### src/rtl/div_if.sv
// Handshake bundle between the execute stage and the iterative divider.
// The pipeline side is the master; the divider is the slave.
interface div_if #(
    parameter int WIDTH = 32
);
    logic             start;
    logic             signed_div;
    logic [WIDTH-1:0] opa;
    logic [WIDTH-1:0] opb;
    logic             annul;
    logic             stall_div;
    logic             result_valid;
    logic [WIDTH-1:0] hi;
    logic [WIDTH-1:0] lo;
    logic             busy;

    modport master (
        output start, signed_div, opa, opb, annul,
        input  stall_div, result_valid, hi, lo, busy
    );

    modport slave (
        input  start, signed_div, opa, opb, annul,
        output stall_div, result_valid, hi, lo, busy
    );
endinterface

### src/rtl/div_sequencer.sv
// Radix-2 restoring divider with its own sequencer for DIV/DIVU.
// Works on magnitudes, one quotient bit per cycle, and fixes up the
// signs when the result is presented. While the divide runs it raises
// stall_div so the hazard unit freezes F/D/E; the HI/LO write happens in
// the DONE cycle, the same cycle the instruction leaves E.
module div_sequencer #(
    parameter int WIDTH = 32
) (
    input  logic  clk,
    input  logic  rst,
    div_if.slave  bus
);
    localparam int CNT_W = $clog2(WIDTH);
    localparam logic [CNT_W-1:0] LAST_CNT = CNT_W'(WIDTH - 1);

    typedef enum logic [1:0] {IDLE, RUN, DONE} state_t;

    state_t           state;
    state_t           state_next;
    logic [CNT_W-1:0] count;
    logic [WIDTH-1:0] rem;      // partial remainder (always < divisor)
    logic [WIDTH-1:0] quo;      // dividend shifting out, quotient shifting in
    logic [WIDTH-1:0] dvsr;     // divisor magnitude
    logic             q_neg;
    logic             r_neg;
    logic [WIDTH-1:0] hi_q;
    logic [WIDTH-1:0] lo_q;

    logic             accept;
    logic             commit;
    logic [WIDTH-1:0] abs_a;
    logic [WIDTH-1:0] abs_b;
    logic [WIDTH:0]   shifted;  // WIDTH+1-bit shifted partial remainder
    logic [WIDTH-1:0] diff;
    logic             take;
    logic [WIDTH-1:0] hi_fix;
    logic [WIDTH-1:0] lo_fix;

    // A new divide is taken only from IDLE and only if not being flushed.
    assign accept = (state == IDLE) && bus.start && !bus.annul;
    // The result is delivered in DONE unless the instruction is cancelled.
    assign commit = (state == DONE) && !bus.annul;

    assign abs_a = (bus.signed_div && bus.opa[WIDTH-1]) ? -bus.opa : bus.opa;
    assign abs_b = (bus.signed_div && bus.opb[WIDTH-1]) ? -bus.opb : bus.opb;

    // Trial subtraction: the difference fits in WIDTH bits whenever it is
    // non-negative, so only the low bits are kept and the sign comes from
    // the full-width compare.
    assign shifted = {rem, quo[WIDTH-1]};
    assign take    = (shifted >= {1'b0, dvsr});
    assign diff    = shifted[WIDTH-1:0] - dvsr;

    assign hi_fix = r_neg ? -rem : rem;
    assign lo_fix = q_neg ? -quo : quo;

    // State register.
    always_ff @(posedge clk or posedge rst) begin
        if (rst) begin
            state <= IDLE;
        end else begin
            // NOTE: sequential state uses non-blocking assignments so every
            // flop samples the pre-edge values regardless of statement order.
            state <= state_next;
        end
    end

    // Next-state and pipeline-facing outputs; annul beats completion.
    always_comb begin
        // NOTE: every output gets a default first so no path leaves one
        // unassigned, which would otherwise infer a latch.
        state_next       = state;
        bus.stall_div    = 1'b0;
        bus.busy         = 1'b0;
        bus.result_valid = 1'b0;
        bus.hi           = hi_q;
        bus.lo           = lo_q;
        unique case (state)
            IDLE: begin
                if (accept) begin
                    state_next = (bus.opb == '0) ? DONE : RUN;
                end
            end
            RUN: begin
                if (bus.annul) begin
                    state_next = IDLE;
                end else if (count == LAST_CNT) begin
                    state_next = DONE;
                end
            end
            DONE: begin
                state_next = IDLE;
            end
            default: begin
                state_next = IDLE;
            end
        endcase
        if (!rst) begin
            bus.stall_div = accept || ((state == RUN) && !bus.annul);
            bus.busy      = (state != IDLE);
        end
        if (commit) begin
            bus.result_valid = 1'b1;
            bus.hi           = hi_fix;
            bus.lo           = lo_fix;
        end
    end

    // Datapath: operand capture, one restoring step per RUN cycle, HI/LO commit.
    always_ff @(posedge clk or posedge rst) begin
        if (rst) begin
            count <= '0;
            rem   <= '0;
            quo   <= '0;
            dvsr  <= '0;
            q_neg <= 1'b0;
            r_neg <= 1'b0;
            hi_q  <= '0;
            lo_q  <= '0;
        end else begin
            unique case (state)
                IDLE: begin
                    if (accept) begin
                        count <= '0;
                        dvsr  <= abs_b;
                        if (bus.opb == '0) begin
                            // Divide by zero: all-ones quotient, raw dividend
                            // as remainder, no sign fixup.
                            quo   <= '1;
                            rem   <= bus.opa;
                            q_neg <= 1'b0;
                            r_neg <= 1'b0;
                        end else begin
                            quo   <= abs_a;
                            rem   <= '0;
                            q_neg <= bus.signed_div & (bus.opa[WIDTH-1] ^ bus.opb[WIDTH-1]);
                            r_neg <= bus.signed_div & bus.opa[WIDTH-1];
                        end
                    end
                end
                RUN: begin
                    quo   <= {quo[WIDTH-2:0], take};
                    rem   <= take ? diff : shifted[WIDTH-1:0];
                    count <= count + 1'b1;
                end
                DONE: begin
                    if (commit) begin
                        hi_q <= hi_fix;
                        lo_q <= lo_fix;
                    end
                end
                default: begin
                end
            endcase
        end
    end
endmodule

### src/flat_wrapper.sv
// flat-port wrapper written by rule: the top's interface ports become plain ports
module div_sequencer_flat 
#(
    parameter int WIDTH = 32
)
  (clk, rst, bus_start, bus_signed_div, bus_opa, bus_opb, bus_annul, bus_stall_div, bus_result_valid, bus_hi, bus_lo, bus_busy);
  div_if #(.WIDTH(WIDTH)) bus_i ();
  input  logic clk;
  input  logic rst;
  input wire logic [$bits(bus_i.start)-1:0] bus_start;
  input wire logic [$bits(bus_i.signed_div)-1:0] bus_signed_div;
  input wire logic [$bits(bus_i.opa)-1:0] bus_opa;
  input wire logic [$bits(bus_i.opb)-1:0] bus_opb;
  input wire logic [$bits(bus_i.annul)-1:0] bus_annul;
  output wire logic [$bits(bus_i.stall_div)-1:0] bus_stall_div;
  output wire logic [$bits(bus_i.result_valid)-1:0] bus_result_valid;
  output wire logic [$bits(bus_i.hi)-1:0] bus_hi;
  output wire logic [$bits(bus_i.lo)-1:0] bus_lo;
  output wire logic [$bits(bus_i.busy)-1:0] bus_busy;
  assign bus_i.start = bus_start;
  assign bus_i.signed_div = bus_signed_div;
  assign bus_i.opa = bus_opa;
  assign bus_i.opb = bus_opb;
  assign bus_i.annul = bus_annul;
  assign bus_stall_div = bus_i.stall_div;
  assign bus_result_valid = bus_i.result_valid;
  assign bus_hi = bus_i.hi;
  assign bus_lo = bus_i.lo;
  assign bus_busy = bus_i.busy;
  div_sequencer #(.WIDTH(WIDTH)) u_core (.clk(clk), .rst(rst), .bus(bus_i));
endmodule
### config.mk
export PLATFORM = sky130hd
export DESIGN_NAME = div_sequencer_flat
export DESIGN_NICKNAME = d
export VERILOG_FILES = /design/src/rtl/div_if.sv /design/src/rtl/div_sequencer.sv /design/src/flat_wrapper.sv
export SDC_FILE = /design/constraint.sdc
export NUM_CORES = 1
export LEC_CHECK = 0
export ABC_CLOCK_PERIOD_IN_PS = 6400
export BUFFER_PORTS_ARGS = -buffer_cell sky130_fd_sc_hd__clkbuf_2
export CORE_AREA = 10 10 142 177
export CTS_CLUSTER_DIAMETER = 200
export DETAILED_ROUTE_END_ITERATION = 10
export DIE_AREA = 0 0 152 187
export PLACE_DENSITY_LB_ADDON = 0.05
export SYNTH_ARGS = -nofsm -noshare
export SYNTH_HDL_FRONTEND = slang
export SYNTH_SLANG_ARGS = --single-unit
### constraint.sdc
create_clock -name clk -period 6.4 [get_ports clk]
set_input_delay 0 -clock clk [delete_from_list [all_inputs] [get_ports clk]]
set_output_delay 0 -clock clk [all_outputs]
set_load 0.01 [all_outputs]
=== Word level (Yosys, flattened, before mapping) ===
Index checks and enable logic that the tools add are counted.

* Reduce and logical (&&, ||, !) cells: 15
* Bitwise operators: 3
* Mux-type cells: 25
* $mul: 0
* $add $sub $neg: 6
* Div/mod/pow operators: 0
* Shift-type cells: 0
* Equality and inequality tests: 5
* Order comparisons: 1

{| class="wikitable"
|+ Operators by type and width
! operator !! number
|-
| $mux W32 || 11
|-
| $neg A32 Y32 || 4
|-
| $pmux W32 S2 || 2
|-
| $ge A33 B32 Y1 || 1
|-
| $logic_not A32 Y1 || 1
|-
| $sub A32 B32 Y32 || 1
|-
| $pmux W5 S2 || 1
|-
| $mux W2 || 4
|-
| $logic_and A1 B1 Y1 || 6
|-
| $reduce_and A2 Y1 || 3
|-
| $add A5 B1 Y5 const B || 1
|-
| $eq A5 B5 Y1 const B || 1
|-
| $mux W1 || 5
|-
| $mux W5 || 1
|-
| $pmux W2 S2 || 1
|-
| $reduce_bool A2 Y1 || 2
|-
| $ne A3 B2 Y1 const B || 1
|-
| $and A1 B1 Y1 || 2
|-
| $eq A2 B1 Y1 const B || 1
|-
| $eq A2 B2 Y1 const B || 1
|-
| $logic_not A2 Y1 || 1
|-
| $ne A2 B1 Y1 const B || 1
|-
| $logic_not A1 Y1 || 1
|-
| $logic_or A1 B1 Y1 || 1
|-
| $xor A1 B1 Y1 || 1
|}

* Latch bits: 0
* Memory bits (read-only): 0
* Output and inout bits: 67
* Input bits: 69
* Memories: 0
* Word-level logic and storage cells: 64
* Flip-flop bits (word level): 169
* Bits in writable memories: 0

=== Longest topological paths before layout ===
Gate-level depths: netlist of the first run.

* Depth after elaboration: 5
* Depth in mapped cells: 13
* Mapped depth without buffers: 12

=== Worst setup path after synthesis of the first run ===
OpenSTA, ideal clock, no wires.

* Path type: register to register
* Start: register u_core.rem[7]
* End: register u_core.rem[27]
* Data arrival time: 2.817 ns
* Buffers on the path: 1
* Library setup time: 0.086 ns
* Path slack: 3.498 ns
* Period minus slack after synthesis: 2.902 ns
* Stages on the path, launching flop included: 12
* Data required time: 6.314 ns
* Cell sequence: dfrtp_1 > ha_1 > a21oi_1 > o21a_1 > o21a_1 > o221a_2 > a31oi_1 > a21oi_1 > nor2_2 > clkbuf_1 > nand2_1 > a32oi_1

* Cells in the longest elaborated chain, start to end: 3
* Elaborated cells between the ends (all ways): 4
* Classes of those cells: 1 x add/sub; 1 x order compare; 2 x mux

{| class="wikitable"
|+ Ends and longest elaborated chain
! element !! RTL line !! RTL
|-
| start: declaration || div_sequencer.sv:21 || <nowiki>logic [WIDTH-1:0] rem;</nowiki>
|-
| start signal: assignment || div_sequencer.sv:130 || <nowiki>rem <= bus.opa;</nowiki>
|-
| start signal: assignment || div_sequencer.sv:143 || <nowiki>rem <= take ? diff : shifted[WIDTH-1:0];</nowiki>
|-
| $sub A32 B32 Y32 or $ge A33 B32 Y1 (tied branches) || div_sequencer.sv:52, div_sequencer.sv:51 ||
|-
| $mux W32 (*) || div_sequencer.sv:143 ||
|-
| $pmux W32 S2 (*) || div_sequencer.sv:121 || <nowiki>unique case (state)</nowiki>
|}

Every way passes the cells marked *; elsewhere a longest branch is shown, timed or not.
A chain may end at the register's enable or synchronous reset.

=== Worst setup path after layout of the first run ===
* Start: register u_core.rem[6]
* End: output port bus_hi[31]

* Cells in the longest elaborated chain, start to end: 3

{| class="wikitable"
|+ Ends and longest elaborated chain
! element !! RTL line !! RTL
|-
| $neg A32 Y32 || div_sequencer.sv:54 || <nowiki>assign hi_fix = r_neg ? -rem : rem;</nowiki>
|-
| $mux W32 || div_sequencer.sv:54 ||
|-
| $mux W32 || n/a ||
|-
| end: declaration || flat_wrapper.sv:17 || <nowiki>output wire logic [$bits(bus_i.hi)-1:0] bus_hi;</nowiki>
|}

Every way passes these cells.

==> key figures, run 1 <==
Die
  – Chip Width: 152 µm
  – Die area: 28400 µm²
  – Die height: 187 µm
  – Area of the core: ~22000 µm²
  – Initial Utilization: between 50% and 60%
  – # IOs: 136
  – Row Count: 61

Logic synthesis
  – Synth async-reset ratio: 100%
  – Post-synthesis compound-gate area fraction: 23.5%
  – Synthesis warning total: 0
  – Synth Cell Area: 11800 µm²
  – Most used DFF post-synth: dfrtp_1
  – Post-synth EDFFs: 0
  – Syn avg cell area: between 8 and 9 µm²
  – Largest family of logic cells by synthesized area: compound AO/OA/AOI/OAI gates
  – Syn Inst Count: 1469
  – Unique masters post-synth: 64
  – Top cell type's share of synthesized area: 35.9%
  – Multiplexer area fraction after synthesis: 1.27%
  – Syn nets: 1577
  – Simple-Gate Fraction of Synth Area: 20.3%
  – Seq/Total Area, Yosys: 35.9%
  – Area share of xor/xnor cells in the synthesized design: 10.5%
  – Post-synth top area cell: dfrtp_1
  – Post-synthesis register bit count: 169
  – Adder-Cell Fraction of Synth Area: 4.20%
  – Top cells by area in the synthesized netlist: dfrtp_1, a21oi_1, xor2_1

Timing
  – Slew of the pin with the lowest slew margin: 1.06 ns
  – Final Hold Violating Endpoints: 0
  – RSZ-0062 raised after global routing: false
  – Sum Neg Setup Slack: 0 ns
  – Final setup skew: 0.0100 ns
  – Min Tclk post-route: 3.77 ns
  – Setup violators final: 0
  – Fin. max-slew vios: 0
  – Relative slew slack: 29.6%
  – Fmax: 266 MHz
  – Fin crit share: 58.8%

CTS
  – Skew-Pair Late Insertion Delay: 0.45 ns
  – Setup Buffers After CTS: 0
  – Num Clock Sinks: 169
  – CTS tree: built
  – Post-cts sizing count: 0
  – Hold_buf cts: 55
  – Root Driver: clkbuf_16
  – Clk buf depth: 2
  – Worst-path clk slew: 0.07 ns
  – Cts bufs inserted: 17
  – Htree depth: 4

Routing
  – WL met1: 15300 µm
  – DRC errors left: 0
  – Drt total wl: 35600 µm
  – DR WL met3: 1890 µm
  – Via count: roughly 11000
  – Metal2 WL: 17200 µm
  – DRT Pass-1 Iters: 6
  – Vias per inst: around 6
  – Max layer used: met4
  – Detail Route Antenna Nets: 0
  – Initial DRC Count: approximately 850
  – Avg WL per Cell: 18.8 µm

Pwr
  – Register share of total power: between 30% and 40%
  – Clock Power Share: between 10% and 20%
  – Sw power: 2.59 mW
  – Internal Power: 2.85 mW
  – Pwr Density: 398 nW/µm²
  – Worst VDD drop: 0.279 mV
  – Combinational Power Share: about half
  – Leak: a little over 6 nW
  – Sw Ratio: between 40 and 50%

Job
  – MaxCap Viol Count: 0

Setup path
  – Crit Path Category: register to output pin
  – Cells along the critical path: or4_1, nor4_1, nand4_1, nand2b_1, o41ai_2, nand2_1, xor2_1, mux2_2, clkbuf_2
  – Crit start category: register
  – Worst setup EP type: output pin
  – CP arrival: 3.77 ns
  – Crit-path max FO: 8
  – CP Buf/Inv Count: 1
  – CP max-delay cell: or4_1
  – Cell family with most CP delay: simple AND/OR/NAND/NOR gates
  – WP data required: 6.40 ns
  – Critical Path Max Stage Delay: approximately 0.65 ns

Place
  – Cell Area, Placed: ~13000 µm²
  – IO Port Bufs: about 140
  – Global placer's final weighted congestion: 1.02
  – Dpl hpwl: 25800 µm

Global routing
  – Initial antenna violation count: 0
  – Gr usage total: 24.7%
  – Number of global-route vias before repair: 10900
  – Largest net degree at the start of global routing: 190
  – Total gr overflow: 0
  – Global-route wire length before repair: 58300 µm

Layout
  – Ant diodes: 0
  – Final #Nets: 1705
  – Number of fill cells: a little under 2000
  – Fraction of layout cells with a size suffix above 1: around an eighth
  – Layout area overhead: 16.0%
  – Design area: 13700 µm²

Worst hold path
  – Worst hold path type: input pin to register

Outcome
  – Outcome: finished, final reports clean
per-stage QoR:
stage / power (mW) / util, % / instances / hold slack (ns) / worst slack, ns
global route: 5.84 / 62.6 / 1892 / 0.0454 / 2.40
CTS: 5.42 / 62.6 / 1892 / 0.00779 / 2.69
floorplan: 3.59 / - / 1469 / 0.0475 / 1.82
finish: 5.44 / 62.6 / 1892 / 0.0176 / 2.63
global placement: 4.39 / 57.7 / 1806 / 0.272 / 2.85
detailed placement: 4.40 / 57.7 / 1806 / 0.278 / 2.80
layout by cell type, fill, tap and decap left out, types with 5 or more instances in the layout:
| master | netlist | routed |
|---|---|---|
| a21o_1 | 7 | 7 |
| nand4_1 | 13 | 13 |
| xnor2_1 | 48 | 48 |
| nand2_1 | 172 | 172 |
| mux2_2 | 8 | 8 |
| nand2b_1 | 6 | 6 |
| mux2i_1 | 6 | 6 |
| clkbuf_16 | 0 | 17 |
| a32oi_1 | 5 | 5 |
| o21ai_0 | 108 | 108 |
| and3_1 | 27 | 27 |
| a311oi_1 | 7 | 7 |
| a21oi_1 | 197 | 197 |
| o31ai_1 | 30 | 30 |
| nand3_1 | 33 | 33 |
| nand3b_1 | 5 | 5 |
| a211oi_1 | 23 | 23 |
| nor3_1 | 34 | 34 |
| a31oi_1 | 36 | 36 |
| inv_1 | 50 | 49 |
| nor2_1 | 133 | 133 |
| or3_1 | 17 | 17 |
| buf_4 | 0 | 7 |
| nor4_1 | 17 | 17 |
| or4_1 | 8 | 8 |
| dfrtp_1 | 169 | 169 |
| dlygate4sd3_1 | 0 | 55 |
| xor2_1 | 93 | 93 |
| clkbuf_2 | 0 | 135 |
| nor2b_1 | 10 | 9 |
| ha_1 | 38 | 38 |
| o21a_1 | 6 | 6 |
| o41ai_1 | 12 | 12 |
power groups by stage:
stage	registers [mW]	clock network [mW]	logic, mW
detailed placement	1.75	0	2.65
global placement	1.74	0	2.65
CTS	1.73	0.990	2.69
floorplan	1.56	0	2.03
global route	1.78	1.03	3.03
finish	1.75	0.978	2.71
state kept, by name (all words and copies together) (netlist names):
signal	cells
u_core.count	5
u_core.dvsr	32
u_core.hi_q	32
u_core.lo_q	32
u_core.q_neg	1
u_core.quo	32
u_core.r_neg	1
u_core.rem	32
u_core.state	2
cell type report:
class | count | area (µm²) | area share, %
multi-input combinational | 1161 | 7060 | 51.6
sequential | 169 | 4230 | 30.9
timing repair buffer | 198 | 1300 | 9.50
clock buffer | 19 | 443 | 3.24
tap | 283 | 354 | 2.59
inverter | 50 | 193 | 1.41
clock inverter | 12 | 95.1 | 0.695
synth_stat cells, drive strengths merged (4+ instances only):
cell type	instances
a21o	7
a211oi	23
nor3b	5
mux2	8
or3	17
nand3b	5
or2	5
nor2b	10
clkbuf	80
ha	38
nor3	34
and2	4
buf	9
nand4	13
nor2	135
xor2	93
nand3	33
o21a	6
o31ai	32
and3	27
or4	9
a21oi	197
xnor2	48
o221ai	4
inv	50
nor4	17
o21ai	108
nand2b	8
mux2i	6
o211ai	4
a311oi	7
o41ai	13
nand2	172
dfrtp	169
a221o	4
a31oi	36
a32oi	5
routing by layer:
| metal | vias up | global-route usage (%) |
|---|---|---|
| met5 | - | 0 |
| met1 | 5234 | 31.2 |
| met3 | 71 | 4.07 |
| met4 | 0 | 9.35 |
| met2 | 353 | 41.3 |
| li1 | 5522 | - |
final timing paths:
kind / startpoint / to / slack (ns) / cells past startpoint
setup / recovery: u_core.rem[6]$_DFFE_PP0P_ / bus_hi[31] / 2.63 / 9
hold reg to reg: u_core.dvsr[24]$_DFFE_PP0P_ / u_core.dvsr[24]$_DFFE_PP0P_ / 0.48 / 2
min in group asynchronous: rst / u_core.lo_q[29]$_DFFE_PP0N_ / 0.31 / 3
max in group asynchronous: rst / u_core.hi_q[29]$_DFFE_PP0N_ / 4.74 / 4
setup reg to reg: u_core.rem[7]$_DFFE_PP0P_ / u_core.rem[24]$_DFFE_PP0P_ / 2.77 / 10
hold / removal: bus_opa[16] / u_core.quo[17]$_DFFE_PP0P_ / 0.02 / 4
cell families (layout without fill, tap and decap cells):
| group | Yosys count | in the layout |
|---|---|---|
| buf+inv | 139 | 279 |
| compound gates | 463 | 463 |
| fa+ha+maj | 39 | 39 |
| xor+xnor | 141 | 141 |
| flops | 169 | 169 |
| simple gates | 504 | 504 |
| mux | 14 | 14 |
worst register-to-register path: cells and delay by family, from the launching register on:
kind | cells | cell delay, ns
fa+ha+maj | 1 | 0.45
mux | 1 | 0.30
flops | 1 | 0.48
simple gates | 1 | 0.76
compound gates | 7 | 1.50
Power figures use the tool's default switching activity.
==> inputs of run 2 (changes only) <==
ABC_AREA = 1   (was unset)
ABC_CLOCK_PERIOD_IN_PS = 3600   (was 6400)
CORE_AREA = 10 10 153 190   (was 10 10 142 177)
DIE_AREA = 0 0 163 200   (was 0 0 152 187)
clock period = 3.6 ns   (was 6.4 ns; I/O delays follow)
==> run 2 against run 1 <==
Net effect:
- worst hold slack got worse by 0.0058 ns
- highest routed layer unchanged
- via count increased by 31%
- non-clock buffer count unchanged
- critical path depth increased by 1
- sequential cell count unchanged
- final area increased by 15%
- register-to-register slack got worse by 2.0 ns
==> key figures, run 2 <==
Outcome
  – Outcome: finished, final reports clean

Die
  – Die height: 200 µm
  – Initial Utilization: between 50 and 60%
  – Die area: 32600 µm²
  – Area of the core: 25200 µm²
  – # IOs: roughly 140
  – Row Count: 65
  – Chip Width: around 160 µm

CTS
  – Num Clock Sinks: 169
  – Root Driver: clkbuf_16
  – Cts bufs inserted: 17
  – Setup Buffers After CTS: 0
  – Post-cts sizing count: 0
  – Worst-path clk slew: 0.07 ns
  – Hold_buf cts: between 40 and 50
  – CTS tree: built
  – Skew-Pair Late Insertion Delay: 0.45 ns
  – Clk buf depth: 2
  – Htree depth: 4

Layout
  – Most frequent cells in the layout: nand2_1, inv_1, nor2_1
  – Design area: 15700 µm²
  – Final #Nets: 2409
  – Layout area overhead: 14.4%
  – Number of fill cells: between 2000 and 3000
  – Most common cell after layout, fill and taps aside: nand2_1
  – Fraction of layout cells with a size suffix above 1: about a tenth
  – Ant diodes: 0

Global routing
  – Global-route wire length before repair: 73400 µm
  – Gr usage total: ~29%
  – Total gr overflow: 0
  – Number of global-route vias before repair: 13700
  – Initial antenna violation count: 0
  – Largest net degree at the start of global routing: between 100 and 150

Timing
  – Min Tclk post-route: just over 3 ns
  – Final setup skew: 0.0118 ns
  – Fmax: 327 MHz
  – Slew of the pin with the lowest slew margin: 0.711 ns
  – Min Hold Slack: 0.0118 ns
  – Final Hold Violating Endpoints: 0
  – Fin. max-slew vios: 0
  – RSZ-0062 raised after global routing: false
  – Relative slew slack: 52.1%
  – Setup violators final: 0
  – Fin crit share: 84.9%
  – Sum Neg Setup Slack: 0 ns

Logic synthesis
  – Post-synthesis register bit count: 169
  – Most frequent cell after synthesis: nand2_1
  – Syn nets: about 2300
  – Top cell type's share of synthesized area: 30.8%
  – Synth async-reset ratio: 100%
  – Most used DFF post-synth: dfrtp_1
  – Syn Inst Count: 2159
  – Post-synth top cells: nand2_1, inv_1, nor2_1
  – Unique masters post-synth: 51
  – Synthesis warning total: 0
  – Syn avg cell area: 6.37 µm²
  – Top cells by area in the synthesized netlist: dfrtp_1, nand2_1, inv_1
  – Post-synth top area cell: dfrtp_1
  – Post-synth EDFFs: 0
  – Seq/Total Area, Yosys: 30.8%
  – Synth Cell Area: 13800 µm²

Setup path
  – FF-to-FF setup slack: 0.77 ns
  – Worst reg2reg startpoint: u_core.rem[23]$_DFFE_PP0P_
  – Crit Path Category: register to output pin
  – Crit-path max FO: 6
  – Crit start category: register
  – CP arrival: 3.06 ns
  – Worst R2R Path Depth: 13
  – WP data required: between 3 and 4 ns
  – R2r endpoint: u_core.rem[29]$_DFFE_PP0P_
  – Worst setup EP type: output pin

Pwr
  – Combinational Power Share: 58.6%
  – Register share of total power: 26.4%
  – Internal Power: 6.27 mW
  – Pwr Density: 815 nW/µm²
  – Sw power: roughly 6.6 mW
  – Leak: ~8.2 nW
  – Sw Ratio: 51.1%
  – Clock Power Share: 15.0%
  – Worst VDD drop: 0.414 mV

Place
  – Global placer's final weighted congestion: 1.01
  – Cell Area, Placed: between 10000 and 15000 µm²
  – IO Port Bufs: 135
  – Dpl hpwl: 37300 µm

Routing
  – Vias per inst: between 5 and 6
  – Detail Route Antenna Nets: 0
  – Avg WL per Cell: approximately 18 µm
  – Drt total wl: 47300 µm
  – Via count: between 10000 and 15000
  – Initial DRC Count: around 1500
  – DRC errors left: 0
  – DRT Pass-1 Iters: 8

Job
  – MaxCap Viol Count: 0

Worst hold path
  – Hold EP: u_core.quo[11]$_DFFE_PP0P_
  – Hold path depth: 4
  – Min-delay src: bus_opa[11]
  – Worst hold path type: input pin to register
run 2: layout make-up:
cell class              count  area, µm²  area share, %
clock buffers              19        453           2.88
clock inverters            13        156          0.994
inverters                 294       1110           7.05
multi-input cells        1621       8080           51.3
flip-flops and latches    169       4230           26.9
well taps                 335        419           2.66
repair buffers            198       1290           8.21
run 2: worst max-delay path by stage:
stage,startpoint,to,slack (ns)
CTS,u_core.quo[0]$_DFFE_PP0P_,bus_lo[26],0.49
global placement,u_core.rem[5]$_DFFE_PP0P_,u_core.rem[30]$_DFFE_PP0P_,0.89
global route,u_core.rem[0]$_DFFE_PP0P_,bus_hi[30],0.34
floorplan,rst,u_core.count[0]$_DFFE_PP0P_,1.45
detailed placement,u_core.rem[23]$_DFFE_PP0P_,u_core.rem[30]$_DFFE_PP0P_,0.86
finish,u_core.quo[0]$_DFFE_PP0P_,bus_lo[26],0.54
run 2: metrics by stage:
step / setup WS, ns / util [%] / power [mW] / std cells
after floorplan: 1.45 / - / 8.48 / 2159
after global placement: 0.893 / 58.1 / 10.6 / 2570
after detailed placement: 0.860 / 58.1 / 10.7 / 2570
after CTS: 0.494 / 62.4 / 12.7 / 2649
after global routing: 0.335 / 62.4 / 13.9 / 2649
final: 0.545 / 62.4 / 12.8 / 2649
run 2: critical path: stages, from the launching register on:
cell and delay (ns):
dfrtp_1 0.36, inv_1 0.20, ha_1 0.21, nand3_1 0.17, inv_1 0.24, nand3_1 0.12
nor2_1 0.28, a21oi_1 0.21, xor2_1 0.50, o21ai_0 0.16, clkbuf_2 0.15
run 2: kinds of logic (layout without fill, tap and decap cells):
kind of cell / count (synthesis) / in the layout / share of synthesized area [%]
adder cells (fa/ha/maj): 39 / 39 / 3.60
flip-flops: 169 / 169 / 30.8
AO/OA/AOI/OAI: 342 / 342 / 13.4
buffers and inverters: 369 / 524 / 10.6
AND/OR/NAND/NOR: 1159 / 1159 / 36.4
XOR/XNOR: 81 / 81 / 5.16
run 2: power by group through the flow:
stage | Sequential (mW) | Combinational (mW) | Clock [mW]
3_3_place_gp | 3.35 | 7.27 | 0
5_1_grt | 3.46 | 8.43 | 2.03
6_report | 3.39 | 7.51 | 1.93
2_1_floorplan | 3.09 | 5.39 | 0
3_5_place_dp | 3.38 | 7.35 | 0
4_1_cts | 3.35 | 7.43 | 1.95
run 2: metal layers:
metal / global-route usage [%] / up-vias / wire (µm)
li1: - / 7194 / -
met1: 34.6 / 6675 / 19100
met2: 46.6 / 603 / 21900
met3: 4.55 / 132 / 3260
met4: 18.1 / 0 / 3030
met5: 0 / - / 0
